File: config.mk
export PLATFORM = sky130hd
export DESIGN_NAME = request_encoder_arbiter
export DESIGN_NICKNAME = d
export VERILOG_FILES = /design/src/rtl/request_encoder_arbiter.sv
export SDC_FILE = /design/constraint.sdc
export NUM_CORES = 1
export LEC_CHECK = 0
export CAP_MARGIN = 20
export CELL_PAD_IN_SITES_DETAIL_PLACEMENT = 0
export CELL_PAD_IN_SITES_GLOBAL_PLACEMENT = 1
export CORE_MARGIN = 10
export CORE_UTILIZATION = 42
export DETAILED_ROUTE_END_ITERATION = 12
export PLACE_DENSITY_LB_ADDON = 0.1
export SKIP_CTS_REPAIR_TIMING = 1
export SYNTH_ARGS = -nofsm -noshare
export SYNTH_HDL_FRONTEND = slang
export SYNTH_SLANG_ARGS = --single-unit
File: constraint.sdc
create_clock -name clk -period 2.5 [get_ports clk]
set_clock_uncertainty 0.05 [all_clocks]
set_input_delay 0.25 -clock clk [delete_from_list [all_inputs] [get_ports clk]]
set_output_delay 0.25 -clock clk [all_outputs]
set_load 0.01 [all_outputs]
File: src/rtl/request_encoder_arbiter.sv
`default_nettype none
// ============================================================================
// Module   : request_encoder_arbiter
// Brief    : Arbitrates 8 request lines and drives the winning index onto the
//            (adr0, adr1, adr2, valid) bundle of the 3-to-8 select decoder.
//            Optional watchdog enabled by defining RR_ENC_TIMEOUT_EN.
// Revision : 1.0 - initial release
// ============================================================================
module request_encoder_arbiter #(
    parameter int FIXED_PRIO     = 0,
    parameter int TIMEOUT_CYCLES = 15
) (
    input  logic       clk,
    input  logic       rst,
    input  logic [7:0] req_x,
    input  logic       ack,
    output logic       adr0,
    output logic       adr1,
    output logic       adr2,
    output logic       valid,
    output logic       busy
`ifdef RR_ENC_TIMEOUT_EN
    ,
    output logic       timeout_err
`endif
);

    typedef enum logic [0:0] {
        c_IDLE  = 1'b0,
        c_GRANT = 1'b1
    } state_t;

    state_t     r_state;
    state_t     w_state_nxt;
    logic [2:0] r_adr;
    logic [2:0] w_adr_nxt;
    logic [2:0] r_ptr;
    logic [2:0] w_ptr_nxt;
    logic [2:0] w_winner;

    if ((TIMEOUT_CYCLES < 1) || (TIMEOUT_CYCLES > 255)) begin : g_chk_timeout
        $error("TIMEOUT_CYCLES must lie in 1..255");
    end

    // Winner selection only matters in IDLE; it is registered on the way out.
    if (FIXED_PRIO != 0) begin : g_fixed
        always_comb begin
            w_winner = 3'd0;
            for (int i = 7; i >= 0; i--) begin
                if (req_x[i]) begin
                    w_winner = 3'(i);
                end
            end
        end
    end else begin : g_rr
        logic [7:0] w_rot;

        // Rotate so bit 0 is the request at ptr, then take the lowest set bit.
        always_comb begin
            w_rot    = 8'({req_x, req_x} >> r_ptr);
            w_winner = r_ptr;
            for (int k = 7; k >= 0; k--) begin
                if (w_rot[k]) begin
                    w_winner = r_ptr + 3'(k);
                end
            end
        end
    end

`ifdef RR_ENC_TIMEOUT_EN
    localparam logic [7:0] c_TMO_LAST = 8'(TIMEOUT_CYCLES - 1);

    logic [7:0] r_cnt;
    logic [7:0] w_cnt_nxt;
    logic       r_tmo;
    logic       w_tmo_nxt;
`endif

    always_comb begin
        w_state_nxt = r_state;
        w_adr_nxt   = r_adr;
        w_ptr_nxt   = r_ptr;
`ifdef RR_ENC_TIMEOUT_EN
        w_cnt_nxt   = r_cnt;
        w_tmo_nxt   = 1'b0;
`endif
        case (r_state)
            c_IDLE: begin
                if (|req_x) begin
                    w_state_nxt = c_GRANT;
                    w_adr_nxt   = w_winner;
`ifdef RR_ENC_TIMEOUT_EN
                    w_cnt_nxt   = 8'd0;
`endif
                end
            end
            c_GRANT: begin
                // ack takes precedence over a watchdog expiry in the same cycle.
                if (ack) begin
                    w_state_nxt = c_IDLE;
                    w_ptr_nxt   = r_adr + 3'd1;
`ifdef RR_ENC_TIMEOUT_EN
                end else if (r_cnt == c_TMO_LAST) begin
                    w_state_nxt = c_IDLE;
                    w_ptr_nxt   = r_adr + 3'd1;
                    w_tmo_nxt   = 1'b1;
                end else begin
                    w_cnt_nxt   = r_cnt + 8'd1;
`endif
                end
            end
        endcase
    end

    always_ff @(posedge clk) begin
        if (rst) begin
            r_state <= c_IDLE;
            r_adr   <= 3'd0;
            r_ptr   <= 3'd0;
`ifdef RR_ENC_TIMEOUT_EN
            r_cnt   <= 8'd0;
            r_tmo   <= 1'b0;
`endif
        end else begin
            r_state <= w_state_nxt;
            r_adr   <= w_adr_nxt;
            r_ptr   <= w_ptr_nxt;
`ifdef RR_ENC_TIMEOUT_EN
            r_cnt   <= w_cnt_nxt;
            r_tmo   <= w_tmo_nxt;
`endif
        end
    end

    assign adr0  = r_adr[2];
    assign adr1  = r_adr[1];
    assign adr2  = r_adr[0];
    assign valid = (r_state == c_GRANT);
    assign busy  = (r_state == c_GRANT);
`ifdef RR_ENC_TIMEOUT_EN
    assign timeout_err = r_tmo;
`endif

endmodule
`default_nettype wire

==> metrics.txt <==
# clock sinks=7; Gate power share=60.3%; Hold WC Path Type=flip-flop to flip-flop; pre-CTS WS=-0.0418 ns; hold violation count in the final report=0; Cell Chain, Critical Path=clkdlybuf4s50_1 > mux4_2 > mux2_2 > nand2_1 > o211ai_1 > a32o_1 > a31o_1; Cell Area, Synth=~1300 µm²; Placer Congestion=between 0.8 and 0.9; Nets=197; Tcrit/Tclk final=91.4%; initial antenna violation count=0; drt total wl=3610 µm; largest area contributor in the netlist=mux4_2; H-Tree Depth=1; delay-heaviest family, CP=multiplexers; Mapped Nets=around 170; Worst-path clk slew=0.05 ns; HPWL after detailed placement=about 2800 µm; Root Driver=clkbuf_4; CTS buffer count=3; syn_area_per_cell=8.21 µm²; worst skew pair latency=0.25 ns; top cell type's share of synthesized area=15.5%; Worst IR Drop VDD=about 0.30 mV; Critical Path Sink Type=flip-flop; Placed Instances=approximately 210; leakage=0.589 nW; Fillers=280; crit path DAT=2.38 ns; final count of negative-setup-slack endpoints=0; Setup CP Type=input port to flip-flop; slowest CP cell=mux4_2; Cell variety after synth=52; starting density of the core=43.5%; Vias per Instance=6.09; Psw=about 0.00023 W; slowest stage delay, CP=0.61 ns; CORE AREA=3000 µm²; minimum clock period=2.28 ns; power per cell area=366 nW/µm²; Startpoint Class=input port; largest net degree at the start of global routing=33; Synth warnings=0; Worst Path Buf+Inv=1; P_int=0.000366 W; Sequential Power Share=22.5%; via count=between 1000 and 1500; first-pass GRT wire length=6140 µm; post-synthesis async set-or-reset flop share=0%; Switching Fraction=38.1%; # DRC=0; cells after synthesis=between 150 and 200; Die W=75.7 µm; Least-Margin Pin Slew=0.531 ns; vias in the first global route=1327; Storage cell area=140 µm²; clk buf depth=2; Final Non-Filler Cells=~220; CP required=2.60 ns; die area=5740 µm²; detailed-route wire length per cell=16.8 µm; n_diodes=0; ys flop type=dfxtp_1; Max-slew headroom=64.5%; row count=20; Yosys reg bits=7; GRT Total Usage=13.2%; crit-path max FO=11; TritonCTS clock tree=built; RSZ-0062 raised after global routing=no; Top Ports=16; # port buffers=15; number of flops mapped to enable cells by yosys=0; die height=approximately 76 µm; top post-synthesis cells by area=mux4_2 16%, dfxtp_1 11%, mux2i_1 8.4%; worst setup margin=0.216 ns; Max Cap Viol=0; Area growth syn-to-layout=24.0%; Max Slew Vio Count=0; share of cells above drive strength 1=24.2%; power share of the clock group=17.2%; sequential fraction of the synthesis area=10.7%; status=finished clean; multi-input logic area=1040 µm²; 1st-pass router iterations=5; grt ovf=0; Starting DRT DRC Count=around 100; Fmax=438 MHz; Post-DRT Antenna Nets=0
-- power groups by stage --
stage / Clock [W] / Sequential (W) / Combinational [W]
5_1_grt: 0.000117 / 0.000134 / 0.000393
6_report: 0.000102 / 0.000133 / 0.000356
4_1_cts: 0.000107 / 0.000134 / 0.000356
3_3_place_gp: 0 / 0.000136 / 0.000353
2_1_floorplan: 0 / 0.000138 / 0.000236
3_5_place_dp: 0 / 0.000136 / 0.000355
-- kinds of logic (layout without fill, tap and decap cells) --
family                   after synthesis  count (layout)  synth area share (%)
adder cells (fa/ha/maj)                3               3                  2.88
AND/OR/NAND/NOR                       48              48                  19.6
AO/OA/AOI/OAI                         48              48                  27.9
buffers and inverters                 27              50                  9.87
XOR/XNOR                               2               2                  1.34
flip-flops                             7               7                  10.7
multiplexers                          24              24                  27.7
-- flip-flops by register name, indices dropped and copies added (netlist names) --
signal / cells
busy: 1
r_ptr: 3
r_adr: 3
-- layout make-up --
class,count,share of cell area (%)
clock buffer,4,1.62
multi-input combinational,125,64.0
tap,33,2.55
inverter,9,2.09
timing repair buffer,37,21.0
sequential,7,8.66
-- cells in the final DEF, fill, tap and decap left out, types with 6 or more instances in the layout --
cell type	instances
buf_4	20
clkdlybuf4s50_1	15
nor2b_1	11
a21oi_1	11
mux2i_1	11
nor2_1	11
mux4_2	9
a211oi_1	8
nand2_1	7
nor3_1	7
dfxtp_1	7
inv_1	6
-- synth_stat cells, drive strengths merged (2+ instances only) --
| master | count |
|---|---|
| ha | 3 |
| nand2 | 8 |
| and2 | 2 |
| xnor2 | 2 |
| mux2i | 11 |
| o221ai | 2 |
| mux4 | 9 |
| nor3 | 7 |
| buf | 11 |
| a2111oi | 2 |
| nand2b | 3 |
| o21ai | 3 |
| a21o | 2 |
| nor2b | 11 |
| inv | 8 |
| o21bai | 2 |
| clkbuf | 7 |
| o22ai | 2 |
| o32ai | 2 |
| nor2 | 11 |
| dfxtp | 7 |
| a211oi | 8 |
| nor3b | 2 |
| a21oi | 11 |
| mux2 | 4 |
| or4 | 2 |
| o31ai | 2 |
-- metrics by stage --
stage          total power, W  setup TNS, ns  cell area (µm²)  hold WS [ns]  utilization [%]
5_1_grt              0.000645              0             1620         0.505             53.9
6_report             0.000592              0             1620         0.483             53.9
3_3_place_gp         0.000488       -0.00479             1590         0.472             53.0
3_5_place_dp         0.000491        -0.0633             1590         0.463             53.0
4_1_cts              0.000596              0             1620         0.479             53.9
2_1_floorplan        0.000374              0             1310         0.478                -
-- per-layer routing --
| metal | share of wire (%) | up-vias | routed length, µm | track usage, % |
|---|---|---|---|---|
| li1 | - | 648 | - | - |
| met1 | 48 | 623 | 1750 | 17.3 |
| met2 | 46 | 37 | 1670 | 22.7 |
| met3 | 4.9 | 2 | 178 | 2.34 |
| met4 | 0.47 | 0 | 17 | 1.24 |
| met5 | 0 | - | 0 | 0 |
-- worst paths after layout --
kind	startpoint	end	slack, ns	cells after the start
setup / recovery	req_x[0]	r_adr[1]	0.22	7
hold / removal	r_adr[0]	r_ptr[0]	0.48	1
setup reg to reg	r_ptr[0]	r_adr[0]	0.22	7
hold reg to reg	r_adr[0]	r_ptr[0]	0.48	1
Note: power is estimated with default switching activity, not from simulation.
